$ cat config.mk
export PLATFORM = sky130hd
export DESIGN_NAME = cgp_eval_sequencer
export DESIGN_NICKNAME = d
export VERILOG_FILES = /design/src/rtl/cgp_eval_pkg.sv /design/src/rtl/cgp_popcount.sv /design/src/rtl/cgp_eval_sequencer.sv
export SDC_FILE = /design/constraint.sdc
export NUM_CORES = 1
export LEC_CHECK = 0
export BUFFER_PORTS_ARGS = -buffer_cell sky130_fd_sc_hd__buf_2
export CORE_MARGIN = 3
export CORE_UTILIZATION = 55
export CTS_BUF_LIST = sky130_fd_sc_hd__clkbuf_8
export CTS_CLUSTER_SIZE = 14
export DETAILED_ROUTE_END_ITERATION = 7
export PLACE_DENSITY = 0.81
export SLEW_MARGIN = 30
export SYNTH_ARGS = -nofsm -noshare
export SYNTH_HDL_FRONTEND = slang
export SYNTH_SLANG_ARGS = --single-unit
$ cat constraint.sdc
create_clock -name clk -period 6.6 [get_ports clk]
set_clock_uncertainty 0.2 [all_clocks]
set_input_delay 0.33 -clock clk [delete_from_list [all_inputs] [get_ports clk]]
set_output_delay 0.33 -clock clk [all_outputs]
set_load 0.005 [all_outputs]
$ cat src/rtl/cgp_eval_pkg.sv
// Shared types and default sizes for the CGP evaluation sequencer.
// Imported by the sequencer top and its popcount helper.
package cgp_eval_pkg;

   localparam int N_IN_DEF  = 9;
   localparam int N_OUT_DEF = 9;
   localparam int ERR_W_DEF = 13;

   typedef enum logic [2:0] {
      IDLE,
      DRIVE,
      SETTLE,
      COMPARE,
      DONE
   } state_t;

endpackage

$ cat src/rtl/cgp_popcount.sv
// Combinational population count of a mismatch vector.
// Gives the Hamming weight of one pattern's output difference.
module cgp_popcount
   import cgp_eval_pkg::*;
#(
   parameter int N  = N_OUT_DEF,
   parameter int CW = $clog2(N + 1)
) (
   input  logic [N-1:0]  vec,
   output logic [CW-1:0] count
);

   // Sum the set bits of the vector.
   always_comb begin
      count = '0;
      for (int i = 0; i < N; i++) begin
         count = count + CW'(vec[i]);
      end
   end

endmodule

$ cat src/rtl/cgp_eval_sequencer.sv
// Exhaustive sweep sequencer comparing a candidate circuit to a golden one.
// Drives every input pattern, waits, and accumulates the Hamming distance.
module cgp_eval_sequencer
   import cgp_eval_pkg::*;
#(
   parameter int N_IN  = N_IN_DEF,
   parameter int N_OUT = N_OUT_DEF,
   parameter int ERR_W = ERR_W_DEF
) (
   input  logic             clk,
   input  logic             rst,
   input  logic             start,
   input  logic             abort,
   input  logic [3:0]       settle_cycles,
   output logic [N_IN-1:0]  pi_vec,
   input  logic [N_OUT-1:0] cand_po,
   input  logic [N_OUT-1:0] gold_po,
   output logic             busy,
   output logic             done,
   output logic [ERR_W-1:0] err_count,
   output logic             first_fail_valid,
   output logic [N_IN-1:0]  first_fail_pat
);

   localparam int CW = $clog2(N_OUT + 1);
   localparam logic [N_IN-1:0] LAST = '1;

   state_t        state;
   logic [3:0]    s_lat;
   logic [3:0]    s_cnt;
   logic [CW-1:0] weight;

   cgp_popcount #(
      .N  (N_OUT),
      .CW (CW)
   ) u_popcount (
      .vec   (cand_po ^ gold_po),
      .count (weight)
   );

   // Status flags decoded straight from the state register.
   assign busy = (state == DRIVE) || (state == SETTLE) || (state == COMPARE);
   assign done = (state == DONE);

   // Sweep control: pattern stepping, settle wait and error accumulation.
   always_ff @(posedge clk or posedge rst) begin
      if (rst) begin
         state            <= IDLE;
         pi_vec           <= '0;
         s_lat            <= '0;
         s_cnt            <= '0;
         err_count        <= '0;
         first_fail_valid <= 1'b0;
         first_fail_pat   <= '0;
      end else begin
         unique case (state)
            IDLE: begin
               if (start && !abort) begin
                  state            <= DRIVE;
                  pi_vec           <= '0;
                  s_lat            <= settle_cycles;
                  err_count        <= '0;
                  first_fail_valid <= 1'b0;
                  first_fail_pat   <= '0;
               end
            end
            DRIVE: begin
               if (abort) begin
                  state <= IDLE;
               end else begin
                  s_cnt <= s_lat;
                  state <= (s_lat != 4'd0) ? SETTLE : COMPARE;
               end
            end
            SETTLE: begin
               if (abort) begin
                  state <= IDLE;
               end else begin
                  s_cnt <= s_cnt - 4'd1;
                  if (s_cnt == 4'd1) state <= COMPARE;
               end
            end
            COMPARE: begin
               if (abort) begin
                  state <= IDLE;
               end else begin
                  err_count <= err_count + ERR_W'(weight);
                  if ((weight != '0) && !first_fail_valid) begin
                     first_fail_valid <= 1'b1;
                     first_fail_pat   <= pi_vec;
                  end
                  if (pi_vec == LAST) begin
                     state <= DONE;
                  end else begin
                     pi_vec <= pi_vec + 1'b1;
                     state  <= DRIVE;
                  end
               end
            end
            DONE: begin
               state <= IDLE;
            end
            default: begin
               state <= IDLE;
            end
         endcase
      end
   end

endmodule

==> metrics.yaml, run 1 <==
run_status:
  status: "completed"
global_routing:
  grt_overflow: 0
  grt_max_degree: 44
  gr-usage-all-layers_pct: 20.7
  grt_pass1_wl_um: 9120
  first_global_vias: 1987
  antenna_found_initial: 0
sta:
  fmax_ghz: 0.204
  finalSetupViolations: 0
  hold_viol_final: 0
  tightest_slew_ps: 806
  setup_tns_ps: 0
  post-route-period-util_pct: 74.2
  drv_slew: 0
  max_slew_margin_pct: 46.1
  layout_setup_ws_ps: 1700
  rsz0062_at_grt: "false"
  min_period_ps: 4900
die:
  start_util_pct: 59.0
  die_h_um: 75.5
  die_w_um: 75.5
  die_area_mm2: 0.00570
  io_pins: 60
  rows: 24
  core_mm2: 0.00450
worst_setup_path:
  cpMostUsedCell: "fa_1"
  startpoint_type: "primary input"
  path_cells: "buf_2, xor2_1, ha_1, fa_1, inv_1, fa_1, fa_1, inv_1, ha_1, fa_1, inv_1, fa_1, nor2b_1, o21ai_0, a21oi_1, a21oi_1, a31o_2"
  cp-end-kind: "flop"
  critical_path_class: "in -> reg"
  cp_slowest_stage_delay_ps: 540
  crit_path_top_delay_cell: "fa_1"
  path_max_fanout: 4
  cp.required_ps: 6580
  arrival_ps: 4880
placed_design:
  pre_cts_slack_ps: 1430
  placed_cells: 376
  io_buffers: 59
  gp_congestion: 0.843
  detailed_place_hpwl_um: 4050
  dpl_cell_area_mm2: 0.00297
cts:
  cts_buffers: 5
  clockRootBuffer: "clkbuf_8"
  cts_tree: "done"
  htree_levels: 2
  clk_latency_ps: 290
  cts_sinks: 43
  path_clk_slew_ps: 80
  clockBufferDepth: 2
power:
  switchingPower_mw: 0.408
  p_clk_share_pct: 20.4
  total_leakage_power_nw: 1.56
  peakVddDrop_mv: 0.164
  p_comb_share_pct: 43.1
  pwr-share-seq_pct: 36.5
  powerDensity_mw_per_mm2: 337
  switching_share_pct: 39.1
  p_int_mw: 0.635
drt:
  drt_iter0_drc: 101
  wl_met2_um: 2630
  wirelength_um: 5470
  vias: 2065
  routed_via_density: 5.36
  wl_met3_um: 235
  first_pass_iters: 4
  antenna_left: 0
  m1WireLength_um: 2550
  drc: 0
  highest_layer: "met4"
  wl_per_cell_um: 14.2
finish:
  final_common_cell: "buf_2"
  nets: 379
  stdcell_count: 385
  diodes: 0
  final_cell_area_mm2: 0.00310
  layout_common_cells: "buf_2 (59), nand2_1 (43), dfrtp_1 (43)"
  area_growth_syn_to_layout_pct: 16.5
  layout-drive-gt1-share_pct: 24.0
yosys:
  syn-mean-instance-area_um2: 9.70
  yosysSeqAreaShare_pct: 40.5
  ys.flop_type: "dfrtp_1"
  ys_types: 48
  synthCells: 274
  ys_warn_count: 0
  syn-num-nets: 321
  yosys_register_bits: 43
  synth_edf_count: 0
  synth_area_mm2: 0.00266
  ys_async_sr_fraction_pct: 100
min_path:
  hp-class: "in -> reg"
run:
  max_cap_viol_count: 0
==> synthesized netlist by cell type, types with 3 or more instances <==
cell type | n | area, um^2
and2_1 | 3 | 18.8
xor2_1 | 5 | 43.8
a22o_1 | 4 | 35.0
nor3b_1 | 4 | 30.0
mux2i_1 | 9 | 90.1
ha_1 | 15 | 188
a21oi_1 | 11 | 55.1
nand3_1 | 6 | 30.0
nor2_1 | 24 | 90.1
fa_1 | 6 | 120
clkbuf_1 | 3 | 11.3
o21ai_0 | 10 | 50.1
or3_1 | 4 | 25.0
nor3_1 | 5 | 25.0
nand2_1 | 43 | 161
nand2b_1 | 4 | 25.0
dfrtp_1 | 43 | 1080
buf_2 | 4 | 20.0
inv_1 | 16 | 60.1
xnor2_1 | 20 | 175
==> area by class of cell <==
class                           count  area [um^2]
Multi-Input combinational cell    204         1460
Fill cell                         334         1410
Sequential cell                    43         1080
Timing Repair Buffer               62          320
Clock buffer                        6         82.6
Tap cell                           52         65.1
Inverter                           16         60.1
Clock inverter                      2         35.0
==> power by group through the flow <==
stage          combinational (mW)  clock (mW)  sequential [mW]
4_1_cts                     0.454       0.217            0.380
5_1_grt                     0.518       0.227            0.390
2_1_floorplan               0.370           0            0.359
6_report                    0.450       0.213            0.381
3_5_place_dp                0.452           0            0.386
3_3_place_gp                0.429           0            0.383
==> registers in the layout, summed over array words and instances, names as in the netlist <==
signal / count
err_count: 13
first_fail_pat: 9
pi_vec: 9
s_cnt: 4
s_lat: 4
state: 3
first_fail_valid: 1
==> per-stage QoR <==
step | hold WS, ps | utilization, % | power [mW]
4_1_cts | 13.2 | 68.7 | 1.05
3_3_place_gp | 288 | 65.9 | 0.811
6_report | 20.7 | 68.7 | 1.04
5_1_grt | 33.2 | 68.7 | 1.13
2_1_floorplan | 235 | - | 0.730
3_5_place_dp | 298 | 65.9 | 0.838
==> metal layers <==
| layer | vias to the layer above | track usage [%] |
|---|---|---|
| li1 | 1038 | - |
| met1 | 980 | 29.1 |
| met2 | 40 | 32.3 |
| met3 | 7 | 5.01 |
| met4 | 0 | 5.24 |
| met5 | - | 0 |
==> final timing paths <==
kind                       cells past startpoint                end             start  slack (ps)
min in group asynchronous                      4  first_fail_pat[8]               rst         530
min                                            3           s_lat[0]  settle_cycles[0]          20
max                                           17      err_count[10]        gold_po[0]        1700
min reg2reg                                    2           s_lat[2]          s_lat[2]         310
max in group asynchronous                      4       err_count[3]               rst        5310
max reg2reg                                    9          pi_vec[6]         pi_vec[0]        4180
==> cells by family after synthesis <==
kind of cell,synth area share (%)
AOI/OAI and AO/OA,11.0
DFF,40.5
buffers and inverters,4.71
muxes,3.39
adders and majority gates,11.6
xor gates and xnor gates,8.24
and+or+nand+nor,20.6
==> critical path: cells and delay by family <==
kind                       cells  cell delay [ps]
AOI/OAI and AO/OA              4              900
xor gates and xnor gates       1              150
adders and majority gates      7             3110
buffers and inverters          4              270
and+or+nand+nor                1              120
==> timing repair <==
action,4_1_cts,5_1_grt
gates resized for setup,0,0
hold endpoints to repair,43,0
buffers inserted,0,0
hold buffers,1,0
Power figures use the tool's default switching activity.
==> run 2: changes to the inputs <==
==> constraint.sdc (replaced) <==
create_clock -name clk -period 5 [get_ports clk]
set_clock_uncertainty 0.2 [all_clocks]
set_input_delay 0.25 -clock clk [delete_from_list [all_inputs] [get_ports clk]]
set_output_delay 0.25 -clock clk [all_outputs]
set_load 0.005 [all_outputs]
==> metrics.yaml, run 2 (synthesis gave the netlist of run 1 again) <==
worst_setup_path:
  worstSetupEndpoint: "err_count[10]"
  ff2ff_path_depth: 9  # unchanged
  reg2reg_to: "pi_vec[7]"
  startpoint_type: "primary input"
  critical_path_class: "in -> reg"
  r2r_start: "pi_vec[0]"
  cp.required_ps: 4990  # -1590 ps
  r2r_slack_ps: 2540  # -1640 ps
  path_max_fanout: 4  # unchanged
  arrival_ps: 4770  # -110 ps
  cp-end-kind: "flop"
  crit_start: "gold_po[0]"
finish:
  regMostFlops: "err_count"
  largest_reg_flops: 13  # unchanged
  final_util_pct: 69.4  # +0.72 points
  diodes: 0  # unchanged
  final_cell_area_mm2: 0.00313  # +1.1%
  layout_common_cells: "buf_2 (59), nand2_1 (43), dfrtp_1 (43)"
  nets: 384  # +1.3%
  area_growth_syn_to_layout_pct: 17.7
  stdcell_count: 389  # +1.0%
  final_common_cell: "buf_2"
  layout-drive-gt1-share_pct: 23.4  # -0.58 points
  top_regs: "err_count x13, first_fail_pat x9, pi_vec x9"
drt:
  first_pass_iters: 4  # unchanged
  wl_per_cell_um: 14.7  # +3.2%
  drc: 0  # unchanged
  wirelength_um: 5710  # +4.3%
  vias: 2146  # +3.9%
  routed_via_density: 5.52  # +2.9%
  antenna_left: 0  # unchanged
  drt_iter0_drc: 171  # +69%
global_routing:
  first_global_vias: 2099  # +5.6%
  grt_overflow: 0  # unchanged
  grt_max_degree: 44  # unchanged
  grt_use_met1_pct: 29.9  # +0.75 points
  gr-usage-all-layers_pct: 21.7  # +1.1 points
  use_met2_pct: 35.0  # +2.7 points
  met3_usage_pct: 4.75  # -0.26 points
  grt_pass1_wl_um: 9470  # +3.9%
  antenna_found_initial: 0  # unchanged
  busiest_layer: "met2"
sta:
  fin_hold_ws_ps: 111  # +90.6 ps
  min_period_ps: 4780
  rsz0062_at_grt: "true"
  post-route-period-util_pct: 95.6
  fmax_ghz: 0.209
  hold_viol_final: 0  # unchanged
  max_slew_margin_pct: 46.7  # +0.60 points
  tightest_slew_ps: 797  # -9.04 ps
  finalSetupViolations: 0  # unchanged
  drv_slew: 0  # unchanged
placed_design:
  placed_cells: 377  # +0.27%
  detailed_place_hpwl_um: 4010  # -0.97%
  io_buffers: 59  # unchanged
  gp_congestion: 0.844  # +0.13%
  dpl_cell_area_mm2: 0.00298  # +0.25%
cts:
  cts_buffers: 5  # unchanged
  cts_resized: 0  # unchanged
  cts_sinks: 43  # unchanged
  cts_tree: "done"
  htree_levels: 2  # unchanged
  clockRootBuffer: "clkbuf_8"
  clockBufferDepth: 2  # unchanged
  post_cts_buffers: 0  # unchanged
  path_clk_slew_ps: 80  # about the same
  clk_latency_ps: 290  # about the same
run_status:
  status: "completed"
die:
  die_w_um: 75.5  # unchanged
  start_util_pct: 59.0  # unchanged
  io_pins: 60  # unchanged
  die_h_um: 75.5  # unchanged
  die_area_mm2: 0.00570  # unchanged
  core_mm2: 0.00450  # unchanged
  rows: 24  # unchanged
power:
  powerDensity_mw_per_mm2: 441  # +31%
  peakVddDrop_mv: 0.273  # +66%
  total_leakage_power_nw: 1.57  # +0.97%
min_path:
  hp-class: "in -> reg"
run:
  max_cap_viol_count: 0  # unchanged
[run 2: power breakdown]
part / internal, mW / total (mW) / switching (mW)
clock network: 0.145 / 0.262 / 0.118
registers: 0.414 / 0.505 / 0.0900
logic: 0.269 / 0.612 / 0.343
total: 0.828 / 1.38 / 0.551
[run 2: routing by layer]
| metal | vias to the layer above | part of all wire [%] |
|---|---|---|
| met4 | 0 | 1.3 |
| met1 | 1023 | 44 |
| met5 | - | 0 |
| met3 | 8 | 5.0 |
| li1 | 1048 | - |
| met2 | 67 | 49 |
[run 2: area by class of cell]
type                            instances  area, um^2
Multi-Input combinational cell        204        1460
Fill cell                             349        1380
Sequential cell                        43        1080
Timing Repair Buffer                   67         368
Clock buffer                            5        68.8
Tap cell                               52        65.1
Inverter                               16        60.1
Clock inverter                          2        33.8
[run 2: worst min path at each step]
stage | startpoint | endpoint | slack [ps] | depth (start not counted)
after floorplan | settle_cycles[0] | s_lat[0] | 160 | 2
after global placement | rst | first_fail_pat[1] | 210 | 3
after detailed placement | rst | first_fail_pat[1] | 230 | 3
after CTS | abort | err_count[1] | 100 | 2
after global routing | abort | err_count[1] | 140 | 2
final | abort | err_count[1] | 110 | 2
[run 2: metrics by stage]
stage / setup TNS [ps] / setup slack, ps / power (mW)
2_1_floorplan: 0 / 338 / 0.963
3_3_place_gp: 0 / 65.8 / 1.07
3_5_place_dp: -154 / -107 / 1.10
4_1_cts: 0 / 206 / 1.38
5_1_grt: -34.3 / -34.3 / 1.50
6_report: 0 / 218 / 1.38
[run 2: critical path, stage by stage]
cell	delay, ps
buf_2	100
xor2_1	150
ha_1	320
fa_1	540
inv_1	50
fa_1	510
fa_1	560
inv_1	50
ha_1	210
fa_1	530
inv_1	70
fa_1	420
nor2b_1	120
o21ai_0	190
a21oi_1	340
a21oi_1	120
a31o_2	230
[run 2: timing repair]
| action | in CTS | in global routing |
|---|---|---|
| endpoints found under the hold margin | 47 | 0 |
| hold buffers | 5 | 0 |
| setup endpoints to repair | 0 | 1 |
